==> src/rtl/audio_dsp_pkg.sv <==
// Shared constants and helpers for the audio moving-average datapath.
package audio_dsp_pkg;

   localparam int DATA_W_DEFAULT = 24;
   localparam int LOG2_N_MIN     = 1;
   localparam int LOG2_N_MAX     = 10;

   // A window of 2^log2_n full-scale samples needs log2_n extra headroom bits.
   function automatic int acc_width(input int data_w, input int log2_n);
      return data_w + log2_n;
   endfunction

endpackage

==> src/rtl/avg_ring_buffer.sv <==
// Per-channel window history and running sum; produces the next output
// sample (average or bypassed input) for the top-level output register.
module avg_ring_buffer
   import audio_dsp_pkg::*;
#(
   parameter int DATA_W = DATA_W_DEFAULT,
   parameter int LOG2_N = 3
)
(
   input  logic                     clk,
   input  logic                     rst,
   input  logic                     flush,
   input  logic                     load,
   input  logic                     primed,
   input  logic                     bypass,
   input  logic [LOG2_N-1:0]        wptr,
   input  logic signed [DATA_W-1:0] sample,
   output logic signed [DATA_W-1:0] result
);

   localparam int ACC_W = acc_width(DATA_W, LOG2_N);
   localparam int N     = 1 << LOG2_N;

   logic signed [DATA_W-1:0] ring_r [N];
   logic signed [DATA_W-1:0] old_s;
   logic signed [ACC_W-1:0]  acc_r;
   logic signed [ACC_W-1:0]  acc_next_s;

   // Running-sum update; until primed the evicted slot holds stale data and counts as zero.
   always_comb begin
      old_s = {DATA_W{1'b0}};
      if (primed) begin
         old_s = ring_r[wptr];
      end else begin
         old_s = {DATA_W{1'b0}};
      end
      acc_next_s = acc_r + ACC_W'(sample) - ACC_W'(old_s);
      // Dropping the low LOG2_N bits is an arithmetic shift that floors.
      if (bypass) begin
         result = sample;
      end else begin
         result = acc_next_s[ACC_W-1 -: DATA_W];
      end
   end

   // Accumulator register, cleared by reset or flush.
   always_ff @(posedge clk or posedge rst) begin
      if (rst) begin
         acc_r <= {ACC_W{1'b0}};
      end else if (flush) begin
         acc_r <= {ACC_W{1'b0}};
      end else if (load) begin
         acc_r <= acc_next_s;
      end else begin
         acc_r <= acc_r;
      end
   end

   // History storage: no reset so it maps onto RAM.
   always_ff @(posedge clk) begin
      if (load) begin
         ring_r[wptr] <= sample;
      end
   end

endmodule

==> src/rtl/audio_moving_avg.sv <==
// Multi-channel moving-average filter with valid/ready handshake,
// bypass and flush; one output register stage, one sample per cycle.
module audio_moving_avg
   import audio_dsp_pkg::*;
#(
   parameter int DATA_W   = DATA_W_DEFAULT,
   parameter int LOG2_N   = 3,
   parameter int CHANNELS = 2
)
(
   input  logic                       CLOCK_50,
   input  logic                       reset,
   input  logic                       in_valid,
   output logic                       in_ready,
   input  logic [CHANNELS*DATA_W-1:0] in_data,
   output logic                       out_valid,
   input  logic                       out_ready,
   output logic [CHANNELS*DATA_W-1:0] out_data,
   input  logic                       bypass,
   input  logic                       flush,
   output logic                       primed
);

   localparam int              N          = 1 << LOG2_N;
   localparam logic [LOG2_N:0] COUNT_FULL = (LOG2_N + 1)'(N);

   logic [LOG2_N-1:0]          wptr_r;
   logic [LOG2_N:0]            count_r;
   logic [LOG2_N:0]            count_next_s;
   logic                       out_valid_r;
   logic                       primed_r;
   logic [CHANNELS*DATA_W-1:0] out_data_r;
   logic [CHANNELS*DATA_W-1:0] result_s;
   logic                       in_xfer_s;
   logic                       out_xfer_s;

   // Handshake decode and saturating fill count.
   always_comb begin
      in_ready   = ~reset & ~flush & (~out_valid_r | out_ready);
      in_xfer_s  = in_valid & in_ready;
      out_xfer_s = out_valid_r & out_ready;
      if (count_r == COUNT_FULL) begin
         count_next_s = count_r;
      end else begin
         count_next_s = count_r + (LOG2_N + 1)'(1);
      end
   end

   // Pointer, fill state and output register.
   always_ff @(posedge CLOCK_50 or posedge reset) begin
      if (reset) begin
         wptr_r      <= {LOG2_N{1'b0}};
         count_r     <= {(LOG2_N + 1){1'b0}};
         primed_r    <= 1'b0;
         out_valid_r <= 1'b0;
         out_data_r  <= {(CHANNELS * DATA_W){1'b0}};
      end else if (flush) begin
         wptr_r      <= {LOG2_N{1'b0}};
         count_r     <= {(LOG2_N + 1){1'b0}};
         primed_r    <= 1'b0;
         out_valid_r <= 1'b0;
      end else if (in_xfer_s) begin
         wptr_r      <= wptr_r + LOG2_N'(1);
         count_r     <= count_next_s;
         primed_r    <= (count_next_s == COUNT_FULL);
         out_valid_r <= 1'b1;
         out_data_r  <= result_s;
      end else if (out_xfer_s) begin
         out_valid_r <= 1'b0;
      end else begin
         out_valid_r <= out_valid_r;
      end
   end

   for (genvar c = 0; c < CHANNELS; c++) begin : g_ch
      avg_ring_buffer #(
         .DATA_W (DATA_W),
         .LOG2_N (LOG2_N)
      ) u_ring (
         .clk    (CLOCK_50),
         .rst    (reset),
         .flush  (flush),
         .load   (in_xfer_s),
         .primed (primed_r),
         .bypass (bypass),
         .wptr   (wptr_r),
         .sample (in_data[c*DATA_W +: DATA_W]),
         .result (result_s[c*DATA_W +: DATA_W])
      );
   end

   assign out_valid = out_valid_r;
   assign out_data  = out_data_r;
   assign primed    = primed_r;

endmodule

==> config.mk <==
export PLATFORM = sky130hd
export DESIGN_NAME = audio_moving_avg
export DESIGN_NICKNAME = d
export VERILOG_FILES = /design/src/rtl/audio_dsp_pkg.sv /design/src/rtl/avg_ring_buffer.sv /design/src/rtl/audio_moving_avg.sv
export SDC_FILE = /design/constraint.sdc
export NUM_CORES = 1
export LEC_CHECK = 0
export ABC_CLOCK_PERIOD_IN_PS = 6100
export CAP_MARGIN = 0
export CORE_ASPECT_RATIO = 1.25
export CORE_MARGIN = 5
export CORE_UTILIZATION = 55
export DETAILED_ROUTE_END_ITERATION = 10
export PLACE_DENSITY_LB_ADDON = 0.3
export SYNTH_ARGS = -nofsm -noshare
export SYNTH_HDL_FRONTEND = slang
export SYNTH_SLANG_ARGS = --single-unit
==> constraint.sdc <==
create_clock -name CLOCK_50 -period 6.1 [get_ports CLOCK_50]
set_clock_uncertainty 0.15 [all_clocks]
set_input_delay 1.525 -clock CLOCK_50 [delete_from_list [all_inputs] [get_ports CLOCK_50]]
set_output_delay 1.525 -clock CLOCK_50 [all_outputs]
set_load 0.01 [all_outputs]
==> Word level (Yosys, flattened, before mapping) <==
Memory sizes are Yosys's and may differ from the RTL's.
Index checks and enable logic that the tools add are counted.
{ "word_totals": {"word_cells": 48, "in_bits": 54, "ram_bits": 384, "out_inout_bits": 51, "regBits": 111, "mem_count": 2} }
{ "op_classes": {"n_eq_ne": 2, "bitwise_logic": 8, "mux": 20, "n_reduce_logical": 3, "n_addsub": 6} }
{ "mem_list": {"columns": ["memory", "words", "word_bits", "rd", "rd_ports_with_merged_regs", "wr", "line_no", "source"], "rows": [
  ["g_ch[0].u_ring.ring_r", 8, 24, 1, 0, 1, "avg_ring_buffer.sv:24", "logic signed [DATA_W-1:0] ring_r [N];"],
  ["g_ch[1].u_ring.ring_r", 8, 24, 1, 0, 1, "avg_ring_buffer.sv:24", null]
]} }
{ "ops": {"columns": ["cell", "count"], "rows": [
  ["two-way mux 27 bit", 4],
  ["two-way mux 24 bit", 4],
  ["adder 27 x 24 -> 27 bit", 2],
  ["subtractor 27 x 24 -> 27 bit", 2],
  ["two-way mux 4 bit", 3],
  ["equality test 4 bit, second input constant", 2],
  ["two-way mux 1 bit", 7],
  ["two-way mux 3 bit", 2],
  ["adder 4 x 1 -> 4 bit, second input constant", 1],
  ["bitwise AND 1 bit", 4],
  ["adder 3 x 1 -> 3 bit, second input constant", 1],
  ["NOT 1 bit", 3],
  ["nonzero test 3 bit", 1],
  ["AND reduction 2 bit", 1],
  ["nonzero test 2 bit", 1],
  ["OR 1 bit", 1]
]} }

==> Depth between registers and ports, before layout <==
{ "depth": {"ltp_word": 6, "depth_mapped": 19, "depth_no_buf": 16} }

==> Cells and area by module <==
Synthesis repeated with hierarchy kept, for this count alone.
{ "unflattened": {"cells_unflattened": 1844, "hier_area_um2": 24594.8} }
{ "by_module_without_submodules": {"columns": ["module", "area_per_inst_um2", "cells_each", "instances", "seq_area_each_um2"], "rows": [
  ["avg_ring_buffer at g_ch[1].u_ring", 11244.5, 817, 1, 6441.2],
  ["avg_ring_buffer at g_ch[0].u_ring", 11019.3, 769, 1, 6441.2],
  ["audio_moving_avg", 2331.0, 258, 1, 1426.4]
]} }

==> Least setup slack after synthesis <==
Ideal clock, no wire load.
{ "synth_timing": {"path_type": "input port to flip-flop", "startpoint": "in flush", "endpoint": "mem g_ch[0].u_ring.ring_r[5][0] in the netlist's numbering (enable)", "required_time_ps": 5437, "stages": 7, "arrival_time_ps": 6172, "path_slack_ps": -735, "path_buffers": 4, "setup_time_ps": 513, "cell_sequence": "clkbuf_1 -> nor3b_2 -> nand2_1 -> buf_2 -> buf_2 -> buf_1 -> nor3_1"} }
{ "synth_between": {"elab_chain_cells": 6} }
{ "synth_lines": {"columns": ["item", "line_no", "source"], "rows": [
  ["start, declared", "audio_moving_avg.sv:20", "input logic flush,"],
  ["NOT 1 bit (no line)", null, null],
  ["bitwise AND 1 bit (2 in a row)", "audio_moving_avg.sv:39", "in_ready = ~reset & ~flush & (~out_valid_r | out_ready);"],
  ["via in_ready", "audio_moving_avg.sv:14", "output logic in_ready,"],
  ["bitwise AND 1 bit", "audio_moving_avg.sv:40", "in_xfer_s = in_valid & in_ready;"],
  ["two-way mux 1 bit", "avg_ring_buffer.sv:61", "if (load) begin"],
  ["two-way mux 1 bit (implied by the code)", "avg_ring_buffer.sv:62", "ring_r[wptr] <= sample;"],
  ["end, declared", "avg_ring_buffer.sv:24", null]
]} }
The timed path passes the listed nets, and every way through them passes these cells.

==> Worst setup path in the final report <==
{ "layout_timing": {"startpoint": "reg wptr_r[2]", "endpoint": "reg g_ch[1].u_ring.acc_r[16]"} }
{ "layout_between": {"elab_chain_cells": 5} }
{ "layout_lines": {"columns": ["item", "line_no", "source"], "rows": [
  ["start, declared", "audio_moving_avg.sv:27", "logic [LOG2_N-1:0] wptr_r;"],
  ["start signal, assigned", "audio_moving_avg.sv:52", "wptr_r <= {LOG2_N{1'b0}};"],
  ["start signal, assigned", "audio_moving_avg.sv:58", "wptr_r <= {LOG2_N{1'b0}};"],
  ["start signal, assigned", "audio_moving_avg.sv:63", "wptr_r <= wptr_r + LOG2_N'(1);"],
  ["memory read (8 x 24 bit)", null, null],
  ["two-way mux 24 bit", "avg_ring_buffer.sv:32", "if (primed) begin"],
  ["subtractor 27 x 24 -> 27 bit", "avg_ring_buffer.sv:37", "acc_next_s = acc_r + ACC_W'(sample) - ACC_W'(old_s);"],
  ["two-way mux 27 bit", "avg_ring_buffer.sv:52", "end else if (load) begin"],
  ["two-way mux 27 bit", "avg_ring_buffer.sv:50", "end else if (flush) begin"],
  ["end signal, assigned", "avg_ring_buffer.sv:49", "acc_r <= {ACC_W{1'b0}};"],
  ["end signal, assigned", "avg_ring_buffer.sv:51", "acc_r <= {ACC_W{1'b0}};"],
  ["end signal, assigned", "avg_ring_buffer.sv:53", "acc_r <= acc_next_s;"],
  ["end, declared", "avg_ring_buffer.sv:26", "logic signed [ACC_W-1:0] acc_r;"]
]} }
Every way passes these cells. The select of a mux whose other input is x is not followed.
A chain may end at the register's enable or synchronous reset.

==> metrics.md <==
| Metric | Value |
|---|---|
| Worst r2r path cells | 17 |
| Vias in the first global route | 16,081 |
| Mapped Nets | 2,014 |
| Hold path cells | 2 |
| Wirelength per Cell | 24.9 µm |
| CTS Buffer Depth | 3 |
| Tcrit/Tclk final | 0.834 |
| Post-route insts no fill | 2,545 |
| Post-Syn Instances | 1,849 |
| Synth Area in Adders | 0.0765 |
| Crit path kind | reg2reg |
| Root buffer cell | clkbuf_16 |
| Global-route wire length before repair | 96,800 µm |
| Setup WS post-layout | 1.01 ns |
| Mux cell area share after synthesis | 0.00565 |
| Syn Area/Cell | 12.6 µm² |
| GPL Wtd Cong | 0.926 |
| DR iter-0 viols | 1,707 |
| Dpl cells | 2,455 |
| WP data arrival | 5.36 ns |
| RSZ-0062 raised after global routing | false |
| 1st-pass router iterations | 6 |
| CTS H-tree lvls | 2 |
| Cell taking the most area after synthesis | edfxtp_1 |
| Worst slew margin | 0.329 |
| Clk_lat worst skew | 0.56 ns |
| Register area share after synthesis | 0.615 |
| Async set or reset register ratio after synthesis | 0.224 |
| Nets | 2,111 |
| Grt ovf | 0 |
| Via density | 6.31 |
| RR Startpoint | wptr_r[2]$_DFFE_PP0P_ |
| Total CTS buffers | 48 |
| Compound-Gate Fraction of Synth Area | 0.158 |
| Fmax | 197 MHz |
| Gr usage total | 0.269 |
| Cell variety after synth | 73 |
| Detailed Place HPWL | 39,800 µm |
| Die Area | 46,500 µm² |
| Port bufs | 104 |
| Leak | 9.88 nW |
| Maximum number of pins on one net before global-route repair | 108 |
| # IOs | 105 |
| Top_reg_cell synth | edfxtp_1 |
| Worst-path fanout max | 21 |
| HP Class | reg2reg |
| MaxCap Viol Count | 0 |
| Post-Syn Area | 23,300 µm² |
| Critical Path End Type | flop |
| Clock slew seen by the registers of the worst setup and hold paths | 0.06 ns |
| Commonest non-fill, non-tap cells in the layout | 384 x edfxtp_1, 217 x inv_1, 111 x dfrtp_1, 102 x clkdlybuf4s50_1, 101 x a22oi_1 |
| Reg2Reg Setup Slack | 1.01 ns |
| Setup repair bufs after CTS | 0 |
| # hold bufs at CTS | 0 |
| Register bit total from synthesis | 495 |
| Main combinational cell family by area after synthesis | compound AO/OA/AOI/OAI gates |
| YS warnings | 0 |
| Post-route ant nets | 0 |
| Slew Viols, Final | 0 |
| Drt total wl | 63,500 µm |
| Core box area | 41,900 µm² |
| Site Rows | 84 |
| Area delta synth->final | 14.4% |
| Status | complete, no violations |
| Post-Synth Simple-Gate Area | 0.0701 |
| Final worst path period need | 5.09 ns |
| PD cells | 357 nW/µm² |
| DRC Markers | 0 |
| Leading cell type in the layout, fill and taps excluded | edfxtp_1 |
| Worst hold slack | 0.328 ns |
| XOR/XNOR share of the synthesized area | 0.0192 |
| Fin util | 0.635 |
| TritonCTS clock tree | done |
| Clock Sinks | 495 |
| Hold Fails Final Rpt | 0 |
| Die Ht | 240 µm |
| Die span in x | 194 µm |
| # setup viols final | 0 |
| Top cells by area, synth | edfxtp_1 50%, dfrtp_1 12%, fa_1 4.5% |
| VDD IR max | 0.212 mV |
| Req. time, crit path | 6.37 ns |
| Setup Slack @ Placement | 0.817 ns |
| Post-CTS Resized | 0 |
| Initial antenna violation count | 2 |
| Via count | 16,069 |
| Layout cell share with drive strength beyond 1 | 0.0761 |
| EDFF count, synth | 384 |
| Total power draw | 0.00950 W |
| Initial core utilization | 0.555 |
| Hold EP | out_data[13]$_DFFE_PP0P_ |
| Post-synth top area share | 0.496 |
| Hold_sp | out_data[13]$_DFFE_PP0P_ |
| R2r endpoint | g_ch[1].u_ring.acc_r[16]$_DFFE_PP0P_ |
| Worst slew pin tran | 1.01 ns |
| Startpoint Class | flop |
[worst max-delay path: stages, from the launching register on]
cell      delay, ns
dfrtp_1        0.62
nand2_1        0.20
nor2_4         0.65
buf_4          0.35
a22oi_1        0.09
a31oi_1        0.23
ha_1           0.26
inv_1          0.06
ha_1           0.15
inv_1          0.07
fa_1           0.45
nor2b_1        0.22
o211ai_1       0.16
a21o_1         0.24
and2_1         0.25
o31a_1         0.37
xor2_1         0.29
o21ai_0        0.13
[power breakdown]
part	internal (W)	switching, W
combinational	0.00101	0.00150
sequential	0.00384	0.000114
clock	0.00175	0.00127
[logic make-up after synthesis]
group / after synthesis
AO/OA/AOI/OAI: 537
XOR/XNOR: 51
adder cells (fa/ha/maj): 111
multiplexers: 13
flip-flops: 495
buffers and inverters: 322
AND/OR/NAND/NOR: 320
[synth_stat cells (19+ instances only)]
| cell | instances |
|---|---|
| a21oi_1 | 94 |
| a22o_1 | 47 |
| nand2_1 | 100 |
| nor2_1 | 46 |
| edfxtp_1 | 384 |
| xnor2_1 | 32 |
| inv_1 | 219 |
| fa_1 | 52 |
| clkbuf_1 | 63 |
| a31oi_1 | 55 |
| xor2_1 | 19 |
| a221oi_1 | 47 |
| and3_1 | 26 |
| nor3_1 | 20 |
| o21ai_0 | 89 |
| a22oi_1 | 101 |
| or3_1 | 36 |
| dfrtp_1 | 111 |
| nand3_1 | 29 |
| ha_1 | 59 |
[worst max-delay path by stage]
stage	end	depth (start not counted)	slack, ns	startpoint
global route	out_data[36]$_DFFE_PP0P_	15	0.67	wptr_r[2]$_DFFE_PP0P_
CTS	g_ch[1].u_ring.acc_r[16]$_DFFE_PP0P_	17	1.04	wptr_r[2]$_DFFE_PP0P_
floorplan	g_ch[0].u_ring.ring_r[5][0]$_DFFE_PP_	7	-0.74	flush
detailed placement	out_data[36]$_DFFE_PP0P_	12	0.82	in_data[25]
finish	g_ch[1].u_ring.acc_r[16]$_DFFE_PP0P_	17	1.01	wptr_r[2]$_DFFE_PP0P_
global placement	out_data[22]$_DFFE_PP0P_	12	0.88	in_data[9]
[final cells by class]
cell class	instances	area, µm²
Inverter	219	825
Sequential cell	495	14300
Clock buffer	59	1240
Multi-Input combinational cell	1032	7730
Clock inverter	30	344
Antenna cell	1	2.50
Tap cell	559	699
Timing Repair Buffer	150	1460
Fill cell	3137	15300
[registers in the layout, summed over array words and instances (netlist names)]
register,cells
g_ch.u_ring.ring_r,384
out_data,48
out_valid,1
count_r,4
g_ch.u_ring.acc_r,54
wptr_r,3
primed,1
[routing by layer]
metal / global-route usage / share of wire / vias up / routed length (µm)
met5: 0 / 0 / - / 0
met4: 0.0752 / 0.028 / 0 / 1770
met3: 0.0461 / 0.087 / 114 / 5540
met2: 0.429 / 0.46 / 782 / 29500
met1: 0.387 / 0.42 / 8100 / 26700
li1: - / - / 7073 / -
[stage by stage]
step | setup TNS, ns | instance area [µm²]
5_1_grt | 0 | 26600
3_3_place_gp | 0 | 25000
4_1_cts | 0 | 26600
3_5_place_dp | 0 | 25000
2_1_floorplan | -70.56 | 23300
6_report | 0 | 26600
No activity file was read; power rests on OpenSTA's default activity.
